[src/rtl/cfg_self_loader.sv]
// rtl/cfg_self_loader.sv - autonomous bitstream loader driving the fabric self-write port
//
// Purpose:
//   Reads a block of 32-bit configuration words from a synchronous on-chip
//   memory and replays each one as a single-cycle SelfWriteStrobe pulse.
//   Every pulse is followed by a fixed idle gap so that the downstream
//   config controller has time to consume the word.
//
// Parameters:
//   AddrWidth      - width of mem_addr, base_addr, word_count, words_written
//   MemReadLatency - cycles from mem_rd to valid mem_rdata (1..4)
//   StrobeGap      - idle cycles forced after every strobe (1..15)
//
// Ports:
//   CLK, reset      - single clock, synchronous active-high reset
//   start, abort    - load request (sampled in IDLE) / terminate active load
//   base_addr       - first memory address, sampled with start
//   word_count      - number of words to send, sampled with start
//   mem_addr/mem_rd - memory read request, non-zero only in FETCH
//   mem_rdata       - memory read data
//   SelfWriteStrobe - one-cycle write pulse to the fabric top
//   SelfWriteData   - config word, held between strobes
//   busy, done      - load in progress / one-cycle completion pulse
//   words_written   - strobes issued in the current or last load
//   checksum        - (CFG_SELF_LOADER_CHECKSUM_EN only) mod-2^32 sum of strobed words
//
// Optional feature macro: CFG_SELF_LOADER_CHECKSUM_EN

module cfg_self_loader #(
  parameter int AddrWidth      = 12,
  parameter int MemReadLatency = 1,
  parameter int StrobeGap      = 3
) (
  input  logic                 CLK,
  input  logic                 reset,
  input  logic                 start,
  input  logic                 abort,
  input  logic [AddrWidth-1:0] base_addr,
  input  logic [AddrWidth-1:0] word_count,
  output logic [AddrWidth-1:0] mem_addr,
  output logic                 mem_rd,
  input  logic [31:0]          mem_rdata,
  output logic                 SelfWriteStrobe,
  output logic [31:0]          SelfWriteData,
  output logic                 busy,
  output logic                 done,
  output logic [AddrWidth-1:0] words_written
`ifdef CFG_SELF_LOADER_CHECKSUM_EN
  ,
  output logic [31:0]          checksum
`endif
);

  typedef enum logic [2:0] {
    IDLE   = 3'd0,
    FETCH  = 3'd1,
    WAIT   = 3'd2,
    WRITE  = 3'd3,
    GAP    = 3'd4,
    FINISH = 3'd5
  } state_t;

  // Counters are preloaded with (length - 1) and the state exits at zero.
  localparam logic [3:0] WaitLoad = 4'(MemReadLatency - 1);
  localparam logic [3:0] GapLoad  = 4'(StrobeGap - 1);

  state_t               state_q, state_d;
  logic [AddrWidth-1:0] addr_q, addr_d;
  logic [AddrWidth-1:0] remaining_q, remaining_d;
  logic [AddrWidth-1:0] words_q, words_d;
  logic [3:0]           cnt_q, cnt_d;
  logic [31:0]          cap_q, cap_d;    // word captured from memory
  logic [31:0]          data_q, data_d;  // last word actually strobed
  logic                 strobe_fire;
`ifdef CFG_SELF_LOADER_CHECKSUM_EN
  logic [31:0]          sum_q, sum_d;
`endif

  always_comb begin
    state_d     = state_q;
    addr_d      = addr_q;
    remaining_d = remaining_q;
    words_d     = words_q;
    cnt_d       = cnt_q;
    cap_d       = cap_q;
    data_d      = data_q;
    strobe_fire = 1'b0;
`ifdef CFG_SELF_LOADER_CHECKSUM_EN
    sum_d       = sum_q;
`endif

    // Abort outranks everything, including a WRITE in the same cycle:
    // no strobe, no count update, and any pending read is dropped.
    if (abort && (state_q != IDLE)) begin
      state_d = IDLE;
    end else begin
      case (state_q)
        IDLE: begin
          if (start) begin
            words_d = '0;
`ifdef CFG_SELF_LOADER_CHECKSUM_EN
            sum_d   = '0;
`endif
            if (word_count != '0) begin
              addr_d      = base_addr;
              remaining_d = word_count;
              state_d     = FETCH;
            end else begin
              state_d = FINISH;
            end
          end
        end
        FETCH: begin
          cnt_d   = WaitLoad;
          state_d = WAIT;
        end
        WAIT: begin
          if (cnt_q == 4'd0) begin
            cap_d   = mem_rdata;
            state_d = WRITE;
          end else begin
            cnt_d = cnt_q - 4'd1;
          end
        end
        WRITE: begin
          strobe_fire = 1'b1;
          data_d      = cap_q;
          words_d     = words_q + 1'b1;
          addr_d      = addr_q + 1'b1;  // wraps modulo 2^AddrWidth
          remaining_d = remaining_q - 1'b1;
          cnt_d       = GapLoad;
          state_d     = GAP;
`ifdef CFG_SELF_LOADER_CHECKSUM_EN
          sum_d       = sum_q + cap_q;
`endif
        end
        GAP: begin
          if (cnt_q == 4'd0) begin
            state_d = (remaining_q != '0) ? FETCH : FINISH;
          end else begin
            cnt_d = cnt_q - 4'd1;
          end
        end
        FINISH: begin
          state_d = IDLE;
        end
        default: begin
          state_d = IDLE;
        end
      endcase
    end
  end

  always_ff @(posedge CLK) begin
    if (reset) begin
      state_q     <= IDLE;
      addr_q      <= '0;
      remaining_q <= '0;
      words_q     <= '0;
      cnt_q       <= '0;
      cap_q       <= '0;
      data_q      <= '0;
`ifdef CFG_SELF_LOADER_CHECKSUM_EN
      sum_q       <= '0;
`endif
    end else begin
      state_q     <= state_d;
      addr_q      <= addr_d;
      remaining_q <= remaining_d;
      words_q     <= words_d;
      cnt_q       <= cnt_d;
      cap_q       <= cap_d;
      data_q      <= data_d;
`ifdef CFG_SELF_LOADER_CHECKSUM_EN
      sum_q       <= sum_d;
`endif
    end
  end

  // The data output only moves when a strobe actually fires, so the
  // capture in WAIT is invisible downstream until the WRITE cycle.
  always_comb begin
    mem_rd          = (state_q == FETCH);
    mem_addr        = (state_q == FETCH) ? addr_q : '0;
    SelfWriteStrobe = strobe_fire;
    SelfWriteData   = strobe_fire ? cap_q : data_q;
    busy            = (state_q == FETCH) || (state_q == WAIT) ||
                      (state_q == WRITE) || (state_q == GAP);
    done            = (state_q == FINISH) && !abort;
    words_written   = words_q;
  end

`ifdef CFG_SELF_LOADER_CHECKSUM_EN
  assign checksum = sum_q;
`endif

endmodule

[config.mk]
export PLATFORM = sky130hd
export DESIGN_NAME = cfg_self_loader
export DESIGN_NICKNAME = d
export VERILOG_FILES = /design/src/rtl/cfg_self_loader.sv
export SDC_FILE = /design/constraint.sdc
export NUM_CORES = 1
export LEC_CHECK = 0
export ABC_AREA = 1
export CORE_MARGIN = 2
export CORE_UTILIZATION = 40
export DETAILED_ROUTE_END_ITERATION = 6
export DONT_BUFFER_PORTS = 1
export MAX_ROUTING_LAYER = met4
export PLACE_DENSITY = 0.53
export SLEW_MARGIN = 40
export SYNTH_ARGS = -nofsm -noshare
export SYNTH_HDL_FRONTEND = slang
export SYNTH_SLANG_ARGS = --single-unit
[constraint.sdc]
create_clock -name CLK -period 2.88 [get_ports CLK]
set_input_delay 0.432 -clock CLK [delete_from_list [all_inputs] [get_ports CLK]]
set_output_delay 0.432 -clock CLK [all_outputs]
set_load 0.005 [all_outputs]
==> results of run 1 <==
layer usage:
| metal | part of all wire [%] | vias up |
|---|---|---|
| met5 | 0 | - |
| met4 | 1.1 | 0 |
| met3 | 5.5 | 9 |
| met2 | 48 | 119 |
| met1 | 46 | 2171 |
| li1 | - | 2436 |
through the flow:
| step | worst slack, ns | util, % | hold slack (ns) |
|---|---|---|---|
| final | 0.316 | 44.3 | 0.140 |
| after global routing | 0.115 | 44.3 | 0.124 |
| after CTS | 0.0129 | 44.3 | 0.126 |
| after detailed placement | 0.414 | 41.9 | 0.453 |
| after global placement | 0.586 | 41.9 | 0.451 |
| after floorplan | 1.14 | - | 0.444 |
placed cells by master (no fill, tap or decap), drive strengths merged, types with 4 or more instances in the layout:
cell type / n
a21oi: 34
buf: 5
clkbuf: 11
dfxtp: 107
ha: 5
inv: 86
nand2: 144
nand3: 43
nand4: 10
nor2: 185
nor3: 4
o21ai: 89
or2: 34
area by class of cell:
cell class | instances | area [um^2] | share of cell area [%]
clock buffer | 11 | 243 | 4.34
clock inverter | 5 | 60.1 | 1.07
sequential | 107 | 2140 | 38.3
multi-input combinational | 561 | 2580 | 46.1
tap | 172 | 215 | 3.85
inverter | 84 | 318 | 5.68
timing repair buffer | 5 | 37.5 | 0.671
report_power, final:
| group | switching, mW | total, mW | internal (mW) | leakage [nW] |
|---|---|---|---|---|
| logic | 0.591 | 0.878 | 0.286 | 1.59 |
| clock network | 0.586 | 1.29 | 0.704 | 0.147 |
| registers | 0.117 | 1.76 | 1.64 | 0.870 |
| total | 1.29 | 3.92 | 2.63 | 2.61 |
flip-flops by register name, indices dropped and copies added (netlist names):
name           count
data_q            32
cnt_q              4
remaining_q       12
words_written     12
addr_q            12
state_q            3
cap_q             32
final timing paths:
check	to	slack [ns]	startpoint
worst min-delay path	data_q[3]	0.14	reset
worst max-delay path	SelfWriteData[17]	0.32	state_q[1]
worst max register to register	words_written[9]	0.83	state_q[1]
worst min register to register	remaining_q[9]	0.46	remaining_q[9]
cells by family after synthesis:
logic type / Yosys count
fa+ha+maj: 5
simple gates: 425
flops: 107
buf+inv: 116
compound gates: 129
xor+xnor: 2
==> flow_summary.toml, run 1 <==
[synth]
synth-xor-area-share_pct = 0.338
synth_area_leaders = "dfxtp_1, nor2_1, nand2_1"
yosysMostFrequentCell = "nor2_1"
muxShareOfSynthArea_pct = 0
synth_fa_ha_area_share_pct = 1.21
synth-compound-area-share_pct = 13.0
postSynthCellCount = 784
yosys.area.top_type = "dfxtp_1"
ys_seq_elements = 107
syn_avg_cell_area_um2 = 6.62
syn-num-nets = 849
synth_top_family_by_area = "simple AND/OR/NAND/NOR gates"
synth_area_mm2 = 0.00519
ys_seq_area_share_pct = 41.3
synth_top_area_share_pct = 41.3
ys_warn_count = 0
synth_cell_types = 37
ys_async_sr_fraction_pct = 0
synthSimpleGateAreaFrac_pct = 35.2
ys.flop_type = "dfxtp_1"
synth_edf_count = 0
synth_common_cells = "nor2_1, nand2_1, dfxtp_1, inv_1, o21ai_0"

[cts]
cts_max_level = 3
cts_setup_buffers = 0
hold_buffers = 0
clk_pin_slew_ns = 0.07
clockBufferDepth = 2
cts_sinks = 107
numCtsBuffers = 9
insertion_delay_ns = 0.35
cts-resized-gates = 0
root_buffer = "clkbuf_16"
cts_tree = "done"

[worst_setup_path]
crit_fanout = 33
cp-end-kind = "output pin"
crit_cells = 6
critPathMaxStageDelay_ns = 0.47
worst_path_max_delay_cell = "dfxtp_1"
criticalPathCategory = "reg2out"
worstPathCellList = "nand3_4 -> nor2_2 -> buf_4 -> or2_2 -> o21ai_0 -> inv_1"
startpoint_type = "flip-flop"
r2r_cells = 6
cp.required_ns = 2.45
worstPathArrival_ns = 2.13
crit_buf_inv = 2
crit_family = "simple AND/OR/NAND/NOR gates"

[placed_design]
gp_congestion = 0.835
portBuffers = 0
dpl.hpwl_um = 9060
dp_cells = 929
placed_area_mm2 = 0.00529

[finish]
diodes = 0
nNetsFinal = 833
finish.instance_area_mm2 = 0.00559
nFillCells = 1393
fin_cells = 945
drive_above_1_share_pct = 8.80
synthToLayoutAreaGrowth_pct = 7.86

[die]
pin_count = 120
die_y_um = 118
rows = 41
die_area_mm2 = 0.0139
core-area_mm2 = 0.0126
die_w_um = 118
initial_core_util_pct = 41.1

[sta]
fmax_mhz = 390
max_slew_margin_pct = 57.9
slew_violations = 0
rsz0062_at_grt = "no"
period_share_pct = 89.0
setup_viol = 0
period_needed_ns = 2.56
worst_slew_pin_slew_ns = 0.630
setup_tns_ns = 0
hold_violations = 0
skew_ns = 0.00583

[drt]
avgRoutedWirePerCell_um = 13.7
drt_iter0_drc = 200
first_pass_iters = 4
drt-total-wl_um = 13000
ant_nets = 0
drc = 0
vias = 4735
viasPerCell = 5.01

[global_route]
use_met3_pct = 4.12
antenna_found_initial = 0
grt_overflow = 0
first_global_vias = 4505
use_met2_pct = 32.9
grt_pass1_wl_um = 21800
grt_start_max_net_pins = 56
gr-usage-all-layers_pct = 19.7
busiest_layer = "met2"
grt_util_met1_pct = 23.6

[min_path]
hold_depth = 1
hp-class = "in2reg"

[pwr]
ir_worst_vdd_mv = 0.353
finalPower_mw = 3.92
cellPowerDensity_mw_per_mm2 = 702
p_leak_nw = 2.61

[flow_run]
maxCapViolCount = 0

[outcome]
status = "finished clean"
No activity file was read; power rests on OpenSTA's default activity.
==> inputs of run 2 (changes only) <==
--- a/config.mk
+++ b/config.mk
@@ -10,8 +10,10 @@
 export CORE_UTILIZATION = 40
 export DETAILED_ROUTE_END_ITERATION = 6
 export DONT_BUFFER_PORTS = 1
+export GPL_TIMING_DRIVEN = 0
 export MAX_ROUTING_LAYER = met4
 export PLACE_DENSITY = 0.53
+export SETUP_SLACK_MARGIN = 0.1
 export SLEW_MARGIN = 40
 export SYNTH_ARGS = -nofsm -noshare
 export SYNTH_HDL_FRONTEND = slang
==> flow_summary.toml, run 2 (same netlist as run 1, synthesis figures left out) <==
[outcome]
status = "finished clean"

[finish]
nNetsFinal = 860
nFillCells = 1360
final_cell_mix = "nor2_1, nand2_1, dfxtp_1, inv_1, o21ai_0"
synthToLayoutAreaGrowth_pct = 10.6
drive_above_1_share_pct = 9.25
final_common_cell = "nor2_1"
reg_top3 = "cap_q (32), data_q (32)"

[cts]
insertion_delay_ns = 0.35
clk_pin_slew_ns = 0.07
clockBufferDepth = 2
cts_setup_buffers = 0
cts_max_level = 3
numCtsBuffers = 9
root_buffer = "clkbuf_16"
cts_tree = "done"
cts_sinks = 107

[die]
pin_count = 120
die_y_um = 118
core-area_mm2 = 0.0126
die_w_um = 118
die_area_mm2 = 0.0139
rows = 41
initial_core_util_pct = 41.1

[worst_setup_path]
crit_family = "flip-flops"
worstPathCellList = "nand3_4 -> nor2_4 -> inv_1 -> clkbuf_1 -> o21ai_0 -> inv_1"
worst_path_max_delay_cell = "dfxtp_1"
cp-end-kind = "output pin"
crit_buf_inv = 3
critPathMaxStageDelay_ns = 0.49
critPathMostFrequentCell = "inv_1"
criticalPathCategory = "reg2out"
r2r_slack_ns = 0.95
cp.required_ns = 2.45
worstPathArrival_ns = 2.04
crit_fanout = 10
startpoint_type = "flip-flop"

[drt]
drt-total-wl_um = 13600
ant_nets = 0
drc = 0
avgRoutedWirePerCell_um = 14.0
drt_iter0_drc = 267
first_pass_iters = 4
vias = 4832
viasPerCell = 4.97

[sta]
setup_ws_ns = 0.405
setup_tns_ns = 0
hold_violations = 0
worst_slew_pin_slew_ns = 0.667
period_needed_ns = 2.47
period_share_pct = 85.9
skew_ns = 0.00416
setup_viol = 0
max_slew_margin_pct = 55.5
slew_violations = 0
rsz0062_at_grt = "no"
fmax_mhz = 404

[pwr]
finalPower_mw = 4.08
cellPowerDensity_mw_per_mm2 = 711
p_leak_nw = 2.68
ir_worst_vdd_mv = 0.656

[global_route]
first_global_vias = 4561
gr-usage-all-layers_pct = 20.6
grt_pass1_wl_um = 22300
grt_start_max_net_pins = 20
grt_overflow = 0
antenna_found_initial = 1

[placed_design]
portBuffers = 0
gp_congestion = 0.925
dpl.hpwl_um = 10200
dp_worst_setup_slack_ns = 0.637

[flow_run]
maxCapViolCount = 0

[min_path]
hp-class = "in2reg"
## run 2: cell count changes in the layout (fill, tap and decap cells not counted), moves of 2 or more
cell	before	now
clkbuf_1	1	20
o21ai_0	78	76
buf_2	0	6
o21ai_1	9	11
buf_4	5	3
## run 2: path summary, 6_finish.rpt
| path | from | cells past startpoint | endpoint |
|---|---|---|---|
| min | mem_rdata[29] | 2 | cap_q[29] |
| min reg2reg | remaining_q[9] | 2 | remaining_q[9] |
| max reg2reg | state_q[1] | 6 | addr_q[11] |
| max | state_q[1] | 6 | SelfWriteData[19] |
## run 2: area by class of cell
class / instances / area (um^2) / area share (%)
Tap cell: 172 / 215 / 3.75
Sequential cell: 107 / 2140 / 37.3
Clock buffer: 9 / 225 / 3.93
Buffer: 32 / 148 / 2.57
Inverter: 84 / 318 / 5.54
Clock inverter: 7 / 103 / 1.79
Antenna cell: 1 / 2.50 / 0.0436
Multi-Input combinational cell: 561 / 2580 / 45.0
## run 2: layer usage
metal | track usage (%) | wire length (um) | vias up
met1 | 24.6 | 6120 | 2179
met4 | 7.08 | 362 | 0
met2 | 32.8 | 6210 | 144
met3 | 6.64 | 946 | 22
li1 | - | - | 2487
met5 | - | 0 | -
## run 2: what timing repair did
item | in CTS | in global routing
gates resized for setup | 0 | 3
setup endpoints to repair | 0 | 3
hold buffers | 0 | 0
## run 2: stage by stage
step | util, % | std cells | hold slack [ns] | area [um^2]
2_1_floorplan | - | 784 | 0.444 | 5190
3_3_place_gp | 42.8 | 956 | 0.455 | 5400
3_5_place_dp | 42.8 | 956 | 0.456 | 5400
4_1_cts | 45.4 | 972 | 0.233 | 5730
5_1_grt | 45.5 | 973 | 0.241 | 5740
6_report | 45.5 | 973 | 0.246 | 5740
## run 2: power by group
group | switching, mW | internal, mW
combinational | 0.648 | 0.315
sequential | 0.113 | 1.64
clock | 0.588 | 0.777
==> inputs of run 3 (changes only) <==
--- a/config.mk
+++ b/config.mk
@@ -8,9 +8,9 @@
 export ABC_AREA = 1
 export CORE_MARGIN = 2
 export CORE_UTILIZATION = 40
+export CTS_CLUSTER_SIZE = 10
 export DETAILED_ROUTE_END_ITERATION = 6
 export DONT_BUFFER_PORTS = 1
-export GPL_TIMING_DRIVEN = 0
 export MAX_ROUTING_LAYER = met4
 export PLACE_DENSITY = 0.53
 export SETUP_SLACK_MARGIN = 0.1
==> flow_summary.toml, run 3 (same netlist as run 1, synthesis figures left out) <==
[outcome]
status = "finished clean"

[placed_design]
dpl.hpwl_um = 9060
gp_congestion = 0.835
dp_cells = 929
placed_area_mm2 = 0.00529
portBuffers = 0

[min_path]
min-delay-start = "reset"
min_to = "data_q[3]"
hp-class = "in2reg"
hold_depth = 1

[finish]
drive_above_1_share_pct = 9.63
nFillCells = 1393
final_util_pct = 44.9
final_common_cell = "nor2_1"
final_cell_mix = "nor2_1, nand2_1, dfxtp_1, inv_1, o21ai_0"
diodes = 0
finish.instance_area_mm2 = 0.00566
fin_cells = 951
reg_top3 = "cap_q (32), data_q (32)"
nNetsFinal = 839
synthToLayoutAreaGrowth_pct = 9.22

[drt]
drt_iter0_drc = 218
ant_nets = 0
drt-total-wl_um = 13500
avgRoutedWirePerCell_um = 14.2
drc = 0
viasPerCell = 5.01
vias = 4760
first_pass_iters = 4

[cts]
clk_pin_slew_ns = 0.07
clockBufferDepth = 2
insertion_delay_ns = 0.36
hold_buffers = 0
cts_max_level = 3
cts_tree = "done"
cts_sinks = 107
numCtsBuffers = 9
root_buffer = "clkbuf_16"

[pwr]
sw_frac_of_total_pct = 33.2
ir_worst_vdd_mv = 0.357
cellPowerDensity_mw_per_mm2 = 697
p_sw_mw = 1.31
power_frac_seq_pct = 44.6
pwr-share-comb_pct = 22.5
p_leak_nw = 2.63
clock_power_share_pct = 32.9
p_int_mw = 2.64

[die]
initial_core_util_pct = 41.1
pin_count = 120
die_area_mm2 = 0.0139
die_y_um = 118
die_w_um = 118
core-area_mm2 = 0.0126
rows = 41

[worst_setup_path]
r2r_slack_ns = 0.81
r2r-end = "cap_q[11]"
cp-end-kind = "output pin"
worstPathCellList = "nand3_4 -> nor2_4 -> buf_4 -> or2_2 -> o21ai_0 -> inv_1"
worst_path_max_delay_cell = "dfxtp_1"
crit_fanout = 33
worstPathArrival_ns = 2.16
cp.required_ns = 2.45
critPathMaxStageDelay_ns = 0.55
criticalPathCategory = "reg2out"
r2r_start = "state_q[0]"
r2r_cells = 9
startpoint_type = "flip-flop"

[global_route]
first_global_vias = 4531
grt_start_max_net_pins = 56
gr-usage-all-layers_pct = 20.1
grt_overflow = 0
grt_pass1_wl_um = 22100
antenna_found_initial = 0

[sta]
period_needed_ns = 2.59
period_share_pct = 89.8
rsz0062_at_grt = "no"
skew_ns = 0.00559
hold_violations = 0
max_slew_margin_pct = 57.5
slew_violations = 0
setup_tns_ns = 0
setup_viol = 0
fmax_mhz = 386
worst_slew_pin_slew_ns = 0.637

[flow_run]
maxCapViolCount = 0
-- run 3: cell types whose count changed in the layout (fill, tap and decap cells not counted), moves of 2 or more --
cell        before  now
buf_2            6    0
o21ai_0         76   78
clkinvlp_4       0    3
clkbuf_1        20    1
o21ai_1         11    9
buf_4            3    8
-- run 3: timing repair --
action / 4_1_cts / 5_1_grt
resized for setup: 3 / 1
pin swaps: 0 / 1
setup endpoints to repair: 23 / 25
hold endpoints to repair: 0 / 0
cloned: 1 / 1
buffers inserted: 4 / 0
-- run 3: worst max-delay path by stage --
stage | from | cells after the start | end
global placement | state_q[1] | 5 | SelfWriteData[25]
floorplan | state_q[1] | 6 | SelfWriteData[10]
global route | state_q[0] | 6 | SelfWriteData[19]
CTS | state_q[1] | 6 | SelfWriteData[10]
finish | state_q[0] | 6 | SelfWriteData[29]
detailed placement | state_q[1] | 5 | SelfWriteData[9]
-- run 3: layer usage --
layer	routed length (um)	global-route usage (%)	up-vias	part of all wire [%]
li1	-	-	2450	-
met1	6000	24.1	2180	45
met2	6480	33.6	117	48
met3	806	4.12	13	6.0
met4	194	7.08	0	1.4
met5	0	-	-	0
-- run 3: worst max-delay path, delay by kind of cell (launching register included) --
kind / cells / cell delay, ns
buffers and inverters: 2 / 0.42
AOI/OAI and AO/OA: 1 / 0.12
DFF: 1 / 0.55
and+or+nand+nor: 3 / 0.68
-- run 3: final cells by class --
| type | instances | area [um^2] | area share, % |
|---|---|---|---|
| inverters | 84 | 322 | 5.68 |
| flip-flops and latches | 107 | 2140 | 37.8 |
| multi-input cells | 562 | 2590 | 45.8 |
| clock buffers | 11 | 243 | 4.29 |
| clock inverters | 5 | 60.1 | 1.06 |
| repair buffers | 9 | 80.1 | 1.41 |
| repair inverters | 1 | 7.51 | 0.133 |
| well taps | 172 | 215 | 3.80 |
-- run 3: power groups by stage --
stage          logic (mW)  registers [mW]  clock network, mW
3_5_place_dp        0.883            1.79                  0
4_1_cts             0.894            1.76               1.33
6_report            0.887            1.76               1.30
5_1_grt              1.03            1.78               1.38
2_1_floorplan       0.735            1.76                  0
3_3_place_gp        0.864            1.79                  0
-- run 3: stage by stage --
stage          worst slack (ns)  hold WS [ns]  total power, mW
2_1_floorplan              1.14         0.444             2.49
3_3_place_gp              0.586         0.451             2.65
3_5_place_dp              0.414         0.453             2.67
4_1_cts                   0.172         0.126             3.98
5_1_grt                   0.119         0.124             4.19
6_report                  0.293         0.140             3.95
